`config.mk`:
```
export PLATFORM = sky130hd
export DESIGN_NAME = csr_arbiter_flat
export DESIGN_NICKNAME = d
export VERILOG_FILES = /design/src/rtl/csr_arbiter_if.sv /design/src/rtl/csr_arbiter.sv /design/src/flat_wrapper.sv
export SDC_FILE = /design/constraint.sdc
export NUM_CORES = 1
export LEC_CHECK = 0
export CAP_MARGIN = 20
export CORE_UTILIZATION = 35
export CTS_BUF_LIST = sky130_fd_sc_hd__clkbuf_16
export DETAILED_ROUTE_END_ITERATION = 7
export PLACE_DENSITY = 0.69
export SETUP_SLACK_MARGIN = 0.05
export SYNTH_ARGS = -nofsm -noshare
export SYNTH_HDL_FRONTEND = slang
export SYNTH_SLANG_ARGS = --single-unit
export TNS_END_PERCENT = 30
```
`constraint.sdc`:
```
create_clock -name clk -period 2.55 [get_ports clk]
set_clock_uncertainty 0.05 [all_clocks]
set_input_delay 0.51 -clock clk [delete_from_list [all_inputs] [get_ports clk]]
set_output_delay 0.51 -clock clk [all_outputs]
set_load 0.01 [all_outputs]
```
`src/rtl/csr_arbiter_if.sv`:
```
// Two-master CSR bus bundle: master-side request/response signals for m0 and m1
// plus the shared address/data bus towards the OR-combined register blocks.
interface csr_arbiter_if;
  logic       m0_req, m0_lock, m0_we;
  logic [4:0] m0_a;
  logic [7:0] m0_di, m0_do;
  logic       m0_gnt, m0_rvalid, m0_preempt;

  logic       m1_req, m1_lock, m1_we;
  logic [4:0] m1_a;
  logic [7:0] m1_di, m1_do;
  logic       m1_gnt, m1_rvalid, m1_preempt;

  logic [4:0] csr_a;
  logic       csr_we;
  logic [7:0] csr_do, csr_di;

  modport master (
    output m0_req, m0_lock, m0_a, m0_we, m0_di,
    output m1_req, m1_lock, m1_a, m1_we, m1_di,
    output csr_di,
    input  m0_gnt, m0_do, m0_rvalid, m0_preempt,
    input  m1_gnt, m1_do, m1_rvalid, m1_preempt,
    input  csr_a, csr_we, csr_do
  );

  modport slave (
    input  m0_req, m0_lock, m0_a, m0_we, m0_di,
    input  m1_req, m1_lock, m1_a, m1_we, m1_di,
    input  csr_di,
    output m0_gnt, m0_do, m0_rvalid, m0_preempt,
    output m1_gnt, m1_do, m1_rvalid, m1_preempt,
    output csr_a, csr_we, csr_do
  );
endinterface

```
`src/rtl/csr_arbiter.sv`:
```
// Round-robin arbiter sharing the CSR bus between two masters, with bus lock for
// bursts and a hold limit that forces a handover when the other master waits too long.
module csr_arbiter #(
  parameter logic [7:0] MAX_HOLD = 8'd32
) (
  input logic          clk,
  input logic          rst,
  csr_arbiter_if.slave bus
);

  typedef enum logic [1:0] {
    IDLE = 2'd0,
    OWN0 = 2'd1,
    OWN1 = 2'd2
  } owner_e;

  owner_e     owner_q, owner_d;
  logic       last_srv_q, last_srv_d;
  logic [7:0] hold_q, hold_d;
  logic       m0_rvalid_q, m1_rvalid_q;
  logic [7:0] m0_do_q, m1_do_q;

  logic own0, own1, gnt0, gnt1;
  logic cur_req, cur_lock, oth_req, hold_hit;

  always_comb begin
    own0     = (owner_q == OWN0);
    own1     = (owner_q == OWN1);
    gnt0     = own0 & bus.m0_req;
    gnt1     = own1 & bus.m1_req;
    cur_req  = own1 ? bus.m1_req  : bus.m0_req;
    cur_lock = own1 ? bus.m1_lock : bus.m0_lock;
    oth_req  = own1 ? bus.m0_req  : bus.m1_req;
    // Last cycle the owner may keep the bus while the other master is waiting.
    hold_hit = (own0 | own1) && (MAX_HOLD != 8'd0) &&
               (hold_q == MAX_HOLD - 8'd1) && oth_req;
  end

  always_comb begin
    owner_d    = owner_q;
    last_srv_d = last_srv_q;
    hold_d     = hold_q;
    case (owner_q)
      IDLE: begin
        hold_d = 8'd0;
        if (bus.m0_req && bus.m1_req) owner_d = last_srv_q ? OWN0 : OWN1;
        else if (bus.m0_req)          owner_d = OWN0;
        else if (bus.m1_req)          owner_d = OWN1;
      end
      OWN0, OWN1: begin
        if (hold_hit || (!cur_lock && (!cur_req || oth_req)))
          owner_d = oth_req ? (own0 ? OWN1 : OWN0) : IDLE;
        if (owner_d != owner_q) begin
          last_srv_d = own1;
          hold_d     = 8'd0;
        end else if (oth_req && (hold_q != 8'hFF)) begin
          hold_d = hold_q + 8'd1;
        end
      end
      default: begin
        owner_d = IDLE;
        hold_d  = 8'd0;
      end
    endcase
  end

  always_ff @(posedge clk) begin
    if (rst) begin
      owner_q     <= IDLE;
      last_srv_q  <= 1'b1;
      hold_q      <= 8'd0;
      m0_rvalid_q <= 1'b0;
      m1_rvalid_q <= 1'b0;
      m0_do_q     <= 8'd0;
      m1_do_q     <= 8'd0;
    end else begin
      owner_q     <= owner_d;
      last_srv_q  <= last_srv_d;
      hold_q      <= hold_d;
      m0_rvalid_q <= gnt0;
      m1_rvalid_q <= gnt1;
      if (gnt0) m0_do_q <= bus.csr_di;
      if (gnt1) m1_do_q <= bus.csr_di;
    end
  end

  // Bus is driven only by the granted master; otherwise it idles at zero.
  assign bus.csr_a      = gnt0 ? bus.m0_a  : (gnt1 ? bus.m1_a  : 5'd0);
  assign bus.csr_we     = gnt0 ? bus.m0_we : (gnt1 ? bus.m1_we : 1'b0);
  assign bus.csr_do     = gnt0 ? bus.m0_di : (gnt1 ? bus.m1_di : 8'd0);

  assign bus.m0_gnt     = gnt0;
  assign bus.m1_gnt     = gnt1;
  assign bus.m0_rvalid  = m0_rvalid_q;
  assign bus.m1_rvalid  = m1_rvalid_q;
  assign bus.m0_do      = m0_do_q;
  assign bus.m1_do      = m1_do_q;
  assign bus.m0_preempt = own0 & hold_hit;
  assign bus.m1_preempt = own1 & hold_hit;

endmodule

```
`src/flat_wrapper.sv`:
```
// flat-port wrapper written by rule: the top's interface ports become plain ports
module csr_arbiter_flat 
#(
  parameter logic [7:0] MAX_HOLD = 8'd32
)
  (clk, rst, bus_m0_req, bus_m0_lock, bus_m0_a, bus_m0_we, bus_m0_di, bus_m1_req, bus_m1_lock, bus_m1_a, bus_m1_we, bus_m1_di, bus_csr_di, bus_m0_gnt, bus_m0_do, bus_m0_rvalid, bus_m0_preempt, bus_m1_gnt, bus_m1_do, bus_m1_rvalid, bus_m1_preempt, bus_csr_a, bus_csr_we, bus_csr_do);
  csr_arbiter_if bus_i ();
  input logic clk;
  input logic rst;
  input wire logic [$bits(bus_i.m0_req)-1:0] bus_m0_req;
  input wire logic [$bits(bus_i.m0_lock)-1:0] bus_m0_lock;
  input wire logic [$bits(bus_i.m0_a)-1:0] bus_m0_a;
  input wire logic [$bits(bus_i.m0_we)-1:0] bus_m0_we;
  input wire logic [$bits(bus_i.m0_di)-1:0] bus_m0_di;
  input wire logic [$bits(bus_i.m1_req)-1:0] bus_m1_req;
  input wire logic [$bits(bus_i.m1_lock)-1:0] bus_m1_lock;
  input wire logic [$bits(bus_i.m1_a)-1:0] bus_m1_a;
  input wire logic [$bits(bus_i.m1_we)-1:0] bus_m1_we;
  input wire logic [$bits(bus_i.m1_di)-1:0] bus_m1_di;
  input wire logic [$bits(bus_i.csr_di)-1:0] bus_csr_di;
  output wire logic [$bits(bus_i.m0_gnt)-1:0] bus_m0_gnt;
  output wire logic [$bits(bus_i.m0_do)-1:0] bus_m0_do;
  output wire logic [$bits(bus_i.m0_rvalid)-1:0] bus_m0_rvalid;
  output wire logic [$bits(bus_i.m0_preempt)-1:0] bus_m0_preempt;
  output wire logic [$bits(bus_i.m1_gnt)-1:0] bus_m1_gnt;
  output wire logic [$bits(bus_i.m1_do)-1:0] bus_m1_do;
  output wire logic [$bits(bus_i.m1_rvalid)-1:0] bus_m1_rvalid;
  output wire logic [$bits(bus_i.m1_preempt)-1:0] bus_m1_preempt;
  output wire logic [$bits(bus_i.csr_a)-1:0] bus_csr_a;
  output wire logic [$bits(bus_i.csr_we)-1:0] bus_csr_we;
  output wire logic [$bits(bus_i.csr_do)-1:0] bus_csr_do;
  assign bus_i.m0_req = bus_m0_req;
  assign bus_i.m0_lock = bus_m0_lock;
  assign bus_i.m0_a = bus_m0_a;
  assign bus_i.m0_we = bus_m0_we;
  assign bus_i.m0_di = bus_m0_di;
  assign bus_i.m1_req = bus_m1_req;
  assign bus_i.m1_lock = bus_m1_lock;
  assign bus_i.m1_a = bus_m1_a;
  assign bus_i.m1_we = bus_m1_we;
  assign bus_i.m1_di = bus_m1_di;
  assign bus_i.csr_di = bus_csr_di;
  assign bus_m0_gnt = bus_i.m0_gnt;
  assign bus_m0_do = bus_i.m0_do;
  assign bus_m0_rvalid = bus_i.m0_rvalid;
  assign bus_m0_preempt = bus_i.m0_preempt;
  assign bus_m1_gnt = bus_i.m1_gnt;
  assign bus_m1_do = bus_i.m1_do;
  assign bus_m1_rvalid = bus_i.m1_rvalid;
  assign bus_m1_preempt = bus_i.m1_preempt;
  assign bus_csr_a = bus_i.csr_a;
  assign bus_csr_we = bus_i.csr_we;
  assign bus_csr_do = bus_i.csr_do;
  csr_arbiter #(.MAX_HOLD(MAX_HOLD)) u_core (.clk(clk), .rst(rst), .bus(bus_i));
endmodule
```
==> impl_metrics.csv, run 1 <==
group,metric,value,unit
pwr,ir_worst_vdd,0.446,mV
sta,fin_crit_sh,0.958,
sta,slew_viol_final,0,
grt,track_usage,0.190,
layout,fill_cells,398,
hold_path,whs_path_depth,2,
yosys,netlist_area,0.00162,mm^2
layout,area_growth,70.7,%
hold_path,worstHoldStart,"u_core.bus.m0_do[0]",
sta,layout_min_cycle_time,2440,ps
route,drc,0,
layout,seq_area,582,um^2
yosys,async_flop_share,0,
route,vias,1764,
grt,grt-ovfl-total,0,
status,run_status,"finished clean",
grt,grtUsageMet1,0.222,
yosys,synth_cell_types,45,
sta,setup_viol,0,
sta,whs,401,ps
grt,grt_pass1_vias,1655,
setup_path,r2r_start,"u_core.owner_q[0]",
clocking,clock_sinks,29,
setup_path,r2r_cells,9,
place,gp_congestion,0.830,
sta,hold_viol,0,
route,avgViaCountPerCell,5.19,
pwr,powerDensity,668,mW/mm^2
grt,grt_max_degree,19,
pwr,p_total,1.84,mW
grt,grtUsageMet3,0.0750,
place,post-place-ws,-115,ps
job,max_cap_viol_count,0,
yosys,synth_edf_count,0,
sta,worst_pin_slew,405,ps
grt,antenna_found_initial,0,
setup_path,cp.arrival,1880,ps
sta,rsz0062_at_grt,"true",
yosys,synth.net_count,237,
route,firstDrtPassIters,4,
clocking,cts_buffers,5,
floorplanning,die_w,69.9,um
clocking,tritoncts,"done",
floorplanning,coreArea,0.00438,mm^2
clocking,ctsHoldBuffers,0,
hold_path,min_to,"u_core.bus.m0_do[0]",
setup_path,worst_ep_required_time,1990,ps
place,post-dp-hpwl,3420,um
yosys,ys_ff_latch,29,
yosys,synth_warnings,0,
grt,grt_pass1_wl,7480,um
clocking,cts_root_buf,"clkbuf_16",
pwr,leakagePower,1.12,nW
clocking,htreeDepth,2,
layout,nNetsFinal,335,
setup_path,rrSetupSlack,390,ps
setup_path,crit_fanout,10,
route,ant_nets,0,
yosys,synth_top_flop_cell,"dfxtp_1",
floorplanning,rows,24,
floorplanning,start_util,0.368,
setup_path,crit_path_start_kind,"flop",
setup_path,path_class,"flop to output pin",
hold_path,hp-class,"flop to flop",
setup_path,critPathCaptureType,"output pin",
route,avgRoutedWirePerCell,13.8,um
layout,drive_gt1_frac,0.153,
yosys,synth.avg_cell_area,8.55,um^2
floorplanning,die_area,0.00489,mm^2
clocking,clk_pin_slew_worst_paths,50,ps
layout,multi_input_area,987,um^2
sta,max_freq,0.409,GHz
yosys,yosysSeqAreaShare,0.359,
clocking,insertion_delay,280,ps
route,drtIter0Drc,122,
route,drt_wl_total,4680,um
grt,met2_usage,0.324,
clocking,clockBufferDepth,2,
yosys,syn_inst,189,
layout,antenna_cells,0,
floorplanning,die_h,69.9,um
grt,top_usage_layer,"met2",
place,place.port_buffers,77,
setup_path,r2r_end,"u_core.hold_q[6]",
sta,setup_slack,106,ps
floorplanning,num_io_pins,78,
sta,slew-limit-headroom,0.728,
-- cells in the mapped netlist, types with 4 or more instances --
library cell,instances,area share
ha_1,6,0.046
nor3_1,7,0.022
xor2_1,4,0.022
clkbuf_1,4,0.0093
nand4_1,4,0.015
a22o_1,14,0.076
dfxtp_1,29,0.36
nand3_1,6,0.019
and2_1,5,0.019
nor2_1,5,0.012
nand2_1,37,0.086
a21oi_1,16,0.050
-- registers in the layout, indices dropped and copies added (netlist names) --
name,cells
u_core.bus.m0_rvalid,1
u_core.bus.m1_rvalid,1
u_core.last_srv_q,1
u_core.bus.m0_do,8
u_core.owner_q,2
u_core.hold_q,8
u_core.bus.m1_do,8
-- layout make-up --
| type | count | area share |
|---|---|---|
| repair buffers | 101 | 0.342 |
| well taps | 52 | 0.0236 |
| multi-input cells | 146 | 0.358 |
| clock inverters | 3 | 0.0150 |
| flip-flops and latches | 29 | 0.211 |
| inverters | 4 | 0.00544 |
| clock buffers | 5 | 0.0454 |
-- power by group --
part	switching [mW]	internal, mW	leakage [nW]
combinational	0.311	0.349	0.807
sequential	0.0191	0.492	0.235
clock	0.214	0.456	0.0775
total	0.544	1.30	1.12
-- kinds of logic (layout without fill, tap and decap cells) --
kind of cell / after synthesis / count (layout) / synth area share
and+or+nand+nor: 84 / 84 / 0.267
AOI/OAI and AO/OA: 48 / 48 / 0.232
DFF: 29 / 29 / 0.359
buffers and inverters: 14 / 113 / 0.0449
adders and majority gates: 6 / 6 / 0.0465
xor gates and xnor gates: 4 / 4 / 0.0217
muxes: 4 / 4 / 0.0279
-- layer usage --
metal,part of all wire,wire (um)
met3,0.080,373
met2,0.49,2310
met4,0.0049,23
met5,0,0
met1,0.42,1970
-- how the worst max path moves through the flow --
stage / slack (ps) / cells after the start / start / to
6_report: 110 / 7 / u_core.owner_q[0] / bus_m1_gnt
5_1_grt: 10 / 8 / u_core.owner_q[0] / bus_csr_do[4]
4_1_cts: -110 / 6 / u_core.owner_q[1] / bus_m1_preempt
3_5_place_dp: -110 / 7 / bus_m0_req / bus_csr_a[0]
3_3_place_gp: -100 / 6 / bus_m1_req / bus_csr_a[0]
2_1_floorplan: 300 / 7 / u_core.owner_q[1] / bus_csr_a[0]
-- cells in the final DEF, fill, tap and decap left out, types with 4 or more instances in the layout --
cell type        count
a21oi_1             16
a22o_1              14
and2_1               4
buf_4               21
clkbuf_16            5
clkdlybuf4s50_1     60
dfxtp_1             28
dlygate4sd2_1       14
ha_1                 5
nand2_1             36
nand3_1              6
nand4_1              4
nor2_1               4
nor3_1               7
xor2_1               4
-- repair_timing --
item	CTS	global route
gates cloned	0	1
gates resized for setup	19	10
setup endpoints to repair	17	17
pin swaps	0	1
buffers inserted	0	0
-- worst max-delay path, cell delays in order, from the launching register on --
cell,delay [ps]
dfxtp_2,330
inv_1,50
buf_4,140
ha_1,220
nand2_1,100
buf_4,190
clkinv_1,100
clkdlybuf4s50_1,480
-- through the flow --
step	utilization	instances	setup TNS [ps]	cell area (um^2)
after floorplan	-	189	0	1620
after global placement	0.585	331	-1260	2570
after detailed placement	0.585	331	-1390	2570
after CTS	0.622	339	-109	2730
after global routing	0.629	340	0	2760
final	0.629	340	0	2760
Note: power is estimated with default switching activity, not from simulation.
==> run 2: changes to the inputs <==
--- a/config.mk
+++ b/config.mk
@@ -6,9 +6,11 @@
 export NUM_CORES = 1
 export LEC_CHECK = 0
 export CAP_MARGIN = 20
+export CORE_MARGIN = 1
 export CORE_UTILIZATION = 35
 export CTS_BUF_LIST = sky130_fd_sc_hd__clkbuf_16
 export DETAILED_ROUTE_END_ITERATION = 7
+export GPL_TIMING_DRIVEN = 0
 export PLACE_DENSITY = 0.69
 export SETUP_SLACK_MARGIN = 0.05
 export SYNTH_ARGS = -nofsm -noshare
==> run 2 against run 1 <==
  * Clock power shrank 16%
  * Power shrank 4.9%
  * First-iteration DRC count shrank 32%
  * Count of clock-buffer cells in the layout is the same
  * Sequential share of layout area grew 0.56 points
  * Fmax grew 0.57%
  * Utilization shrank 0.97 points
==> impl_metrics.csv, run 2 (same netlist as run 1, synthesis figures left out) <==
group,metric,value,unit
pwr,powerDensity,645,mW/mm^2
grt,track_usage,0.193,
layout,final_cell_mix,"clkdlybuf4s50_1, nand2_1, dfxtp_1",
layout,nNetsFinal,327,
floorplanning,die_w,69.9,um
floorplanning,die_area,0.00489,mm^2
pwr,leakagePower,1.06,nW
route,vias,1670,
sta,setup_slack,120,ps
pwr,ir_worst_vdd,0.374,mV
sta,max_freq,0.412,GHz
grt,grt_pass1_vias,1611,
place,post-dp-hpwl,3300,um
setup_path,worst_ep_required_time,1990,ps
route,drc,0,
floorplanning,start_util,0.368,
layout,fin_area,0.00272,mm^2
layout,final_common_cell,"clkdlybuf4s50_1",
setup_path,slowest_stage,"clkdlybuf4s50_1",
clocking,htreeDepth,2,
layout,drive_gt1_frac,0.146,
setup_path,critPathCaptureType,"output pin",
sta,rsz0062_at_grt,"true",
route,firstDrtPassIters,4,
layout,antenna_cells,0,
setup_path,r2r_cells,6,
route,ant_nets,0,
floorplanning,coreArea,0.00438,mm^2
clocking,ctsHoldBuffers,0,
setup_path,path_class,"flop to output pin",
layout,final_util,0.619,
clocking,insertion_delay,270,ps
floorplanning,num_io_pins,78,
clocking,clock_sinks,29,
route,drtIter0Drc,83,
sta,slew-limit-headroom,0.682,
sta,slew_viol_final,0,
layout,layoutNonFillerInstCount,332,
job,max_cap_viol_count,0,
clocking,clk_pin_slew_worst_paths,50,ps
place,postPlaceCellArea,0.00243,mm^2
route,avgRoutedWirePerCell,13.8,um
setup_path,cp.arrival,1870,ps
sta,fin_crit_sh,0.953,
route,avgViaCountPerCell,5.03,
sta,finalSetupTns,0,ps
setup_path,crit_path_start_kind,"flop",
grt,grt_pass1_wl,7510,um
place,post-place-ws,-684,ps
clocking,tritoncts,"done",
hold_path,whs_path_depth,2,
setup_path,crit_chain,"inv_1, ha_4, nand2_4, clkinvlp_4, buf_4, clkdlybuf4s50_1",
hold_path,hp-class,"flop to flop",
status,run_status,"finished clean",
sta,setup_viol,0,
layout,fill_cells,386,
setup_path,slowest_delay,550,ps
layout,area_growth,68.1,%
grt,grt-ovfl-total,0,
place,place.port_buffers,75,
floorplanning,die_h,69.9,um
place,gp_congestion,0.781,
clocking,clockBufferDepth,2,
place,dp_cells,316,
grt,grt_max_degree,11,
route,drt_wl_total,4590,um
sta,layout_min_cycle_time,2430,ps
sta,worst_pin_slew,474,ps
setup_path,crit_fanout,10,
clocking,cts_buffers,5,
clocking,cts_root_buf,"clkbuf_16",
sta,hold_viol,0,
floorplanning,rows,24,
grt,antenna_found_initial,0,
==> run 2: cell types whose count changed in the layout (fill, tap and decap cells not counted), sizes merged <==
cell           delta
bufinv            -1
clkinv            +1
inv               -1
clkdlybuf4s50     -2
buf              -10
dlygate4sd2       +1
dlymetal6s2s      -1
clkbuf            +4
clkinvlp          +1
==> run 2: worst max-delay path, delay by kind of cell, from the launching register on <==
kind / cells / cell delay [ps]
fa+ha+maj: 1 / 190
flops: 1 / 360
simple gates: 1 / 60
buf+inv: 4 / 980
==> run 2: worst paths after layout <==
check,startpoint,endpoint,slack [ps]
worst max-delay path,u_core.owner_q[1],bus_m0_gnt,120
worst min-delay path,u_core.bus.m0_do[6],u_core.bus.m0_do[6],400
worst max register to register,u_core.owner_q[1],u_core.hold_q[1],550
worst min register to register,u_core.bus.m0_do[6],u_core.bus.m0_do[6],400
==> run 2: cell type report <==
type / instances / area (um^2) / share of cell area
inverters: 4 / 25.0 / 0.00922
clock buffers: 5 / 125 / 0.0461
plain buffers: 10 / 75.1 / 0.0276
clock inverters: 3 / 17.5 / 0.00645
well taps: 52 / 65.1 / 0.0240
repair buffers: 83 / 787 / 0.290
multi-input cells: 146 / 1030 / 0.380
flip-flops and latches: 29 / 588 / 0.217
==> run 2: timing repair <==
| action | CTS | global route |
|---|---|---|
| gates resized for setup | 46 | 5 |
| buffers inserted | 6 | 2 |
| setup endpoints to repair | 18 | 14 |
| pin swaps | 4 | 2 |
==> run 2: metrics by stage <==
step / power [mW] / hold WS, ps
after global routing: 1.84 / 417
after detailed placement: 1.11 / 397
after global placement: 1.10 / 392
after floorplan: 0.854 / 422
after CTS: 1.74 / 404
final: 1.75 / 400
==> run 2: where the power goes <==
| part | internal, mW | switching, mW |
|---|---|---|
| Clock | 0.357 | 0.203 |
| Sequential | 0.496 | 0.0366 |
| Combinational | 0.351 | 0.308 |
==> run 2: routing by layer <==
metal / up-vias / GRT usage / routed length, um
met5: - / 0 / 0
met2: 47 / 0.322 / 2240
met1: 748 / 0.221 / 1920
met3: 4 / 0.0794 / 390
li1: 871 / - / -
met4: 0 / 0.0667 / 39
==> run 3: changes to the inputs <==
--- a/config.mk
+++ b/config.mk
@@ -6,9 +6,8 @@
 export NUM_CORES = 1
 export LEC_CHECK = 0
 export CAP_MARGIN = 20
-export CORE_MARGIN = 1
 export CORE_UTILIZATION = 35
-export CTS_BUF_LIST = sky130_fd_sc_hd__clkbuf_16
+export CTS_BUF_LIST = sky130_fd_sc_hd__clkbuf_4
 export DETAILED_ROUTE_END_ITERATION = 7
 export GPL_TIMING_DRIVEN = 0
 export PLACE_DENSITY = 0.69
==> run 3 against run 2 <==
  * Die area is the same
  * Critical path depth grew 1
  * Combinational power grew 3.0%
  * Setup slack lost 70 ps
  * Largest cell class unchanged
==> impl_metrics.csv, run 3 (same netlist as run 1, synthesis figures left out) <==
group,metric,value,unit
floorplanning,rows,24,
setup_path,r2r_cells,7,
grt,antenna_found_initial,0,
job,max_cap_viol_count,0,
route,avgViaCountPerCell,5.08,
layout,fill_cells,399,
setup_path,rrSetupSlack,420,ps
hold_path,worstHoldStart,"u_core.bus.m0_do[6]",
clocking,tritoncts,"done",
setup_path,r2r_start,"u_core.owner_q[0]",
pwr,ir_worst_vdd,0.308,mV
setup_path,cp_top_family,"buffers and inverters",
layout,antenna_cells,0,
pwr,power_frac_clock,0.189,
clocking,clk_pin_slew_worst_paths,110,ps
route,drtIter0Drc,147,
floorplanning,num_io_pins,78,
route,avgRoutedWirePerCell,13.8,um
layout,final_common_cell,"clkdlybuf4s50_1",
layout,area_growth,61.0,%
setup_path,worstSetupEndpoint,"bus_csr_a[2]",
sta,hold_viol,0,
floorplanning,start_util,0.368,
place,dp_cells,316,
grt,grt_max_degree,11,
pwr,leakagePower,0.998,nW
clocking,cts_buffers,5,
floorplanning,die_h,69.9,um
floorplanning,coreArea,0.00438,mm^2
setup_path,worst_ep_required_time,1990,ps
pwr,powerDensity,570,mW/mm^2
setup_path,slowest_delay,380,ps
layout,seq_area,588,um^2
sta,slew_viol_final,0,
setup_path,path_depth,7,
setup_path,critical_path_buf_inv_count,4,
clocking,clockBufferDepth,2,
route,drt_wl_total,4610,um
sta,fin_crit_sh,0.980,
pwr,p_int,0.950,mW
clocking,cts_root_buf,"clkbuf_4",
floorplanning,die_area,0.00489,mm^2
route,ant_nets,0,
status,run_status,"finished clean",
floorplanning,die_w,69.9,um
layout,multi_input_area,0.00103,mm^2
setup_path,crit_path_start_kind,"flop",
grt,grt_pass1_wl,7530,um
sta,layout_min_cycle_time,2500,ps
place,gp_congestion,0.781,
sta,max_freq,0.400,GHz
sta,slew-limit-headroom,0.696,
grt,grt_pass1_vias,1620,
route,firstDrtPassIters,7,
pwr,swShare,0.359,
grt,grt-ovfl-total,0,
hold_path,hp-class,"flop to flop",
route,vias,1696,
layout,layoutNonFillerInstCount,334,
pwr,switchingPower,0.532,mW
setup_path,crit_chain,"buf_4, ha_4, nand2_4, clkinvlp_4, buf_4, a22o_1, dlygate4sd2_1",
setup_path,setup.worst_path.start,"u_core.owner_q[0]",
clocking,clock_sinks,29,
setup_path,slowest_stage,"dfxtp_4",
route,drc,0,
setup_path,path_class,"flop to output pin",
layout,drive_gt1_frac,0.195,
pwr,comb_power_share,0.458,
pwr,pwr-share-seq,0.353,
setup_path,critPathMostFrequentCell,"buf_4",
setup_path,critPathCaptureType,"output pin",
grt,track_usage,0.192,
sta,setup_viol,0,
sta,rsz0062_at_grt,"true",
setup_path,crit_fanout,10,
layout,nNetsFinal,329,
setup_path,r2r_end,"u_core.hold_q[1]",
sta,worst_pin_slew,456,ps
place,place.port_buffers,75,
clocking,insertion_delay,330,ps
setup_path,cp.arrival,1940,ps
pwr,p_total,1.48,mW
layout,final_cell_mix,"clkdlybuf4s50_1, nand2_1, dfxtp_1",
place,post-dp-hpwl,3300,um
clocking,htreeDepth,2,
-- run 3: cell types whose count changed in the layout (fill, tap and decap cells not counted), moves of 4 or more --
cell	before	now
dlygate4sd2_1	15	2
clkbuf_2	1	9
clkbuf_16	5	0
buf_4	10	14
clkbuf_4	1	5
-- run 3: repair_timing --
action | CTS | global route
resized for setup | 50 | 27
endpoints found under the hold margin | 0 | 0
hold buffers | 0 | 0
endpoints found under the setup margin | 18 | 18
pin swaps | 5 | 2
setup buffers | 8 | 3
-- run 3: metal layers --
metal  global-route usage  wire (um)
met5                    0          0
met4               0.0333         31
met1                0.225       1980
met2                0.323       2210
met3               0.0909        396
-- run 3: through the flow --
stage | TNS (ps) | cell area (um^2) | hold slack [ps] | setup WS (ps) | util
3_3_place_gp | -9700 | 2430 | 392 | -684 | 0.555
5_1_grt | -7.71 | 2600 | 426 | -7.71 | 0.593
4_1_cts | -177 | 2620 | 412 | -136 | 0.598
3_5_place_dp | -9660 | 2430 | 397 | -684 | 0.555
6_report | 0 | 2600 | 407 | 49.9 | 0.593
2_1_floorplan | 0 | 1620 | 422 | 298 | -
-- run 3: power by group through the flow --
stage,registers (mW),logic [mW],clock network (mW)
global placement,0.535,0.569,0
floorplan,0.538,0.316,0
detailed placement,0.537,0.569,0
finish,0.523,0.679,0.280
CTS,0.522,0.669,0.289
global route,0.527,0.732,0.311
-- run 3: final cells by class --
| type | instances | area share |
|---|---|---|
| buffer | 9 | 0.0212 |
| clock buffer | 5 | 0.0144 |
| clock inverter | 3 | 0.00673 |
| inverter | 4 | 0.00962 |
| multi-input combinational | 146 | 0.398 |
| sequential | 29 | 0.226 |
| tap | 52 | 0.0250 |
| timing repair buffer | 86 | 0.299 |
-- run 3: worst min path at each step --
stage | end | slack [ps] | depth (start not counted)
global route | u_core.bus.m1_do[0] | 430 | 2
floorplan | u_core.last_srv_q | 420 | 2
detailed placement | u_core.bus.m1_do[1] | 400 | 2
global placement | u_core.bus.m1_do[1] | 390 | 2
CTS | u_core.bus.m1_do[1] | 410 | 2
finish | u_core.bus.m0_do[6] | 410 | 2
-- run 3: worst min-delay path, cell delays in order (launching register included) --
cell and delay (ps):
dfxtp_1 320, nand2_1 50, a21oi_1 50
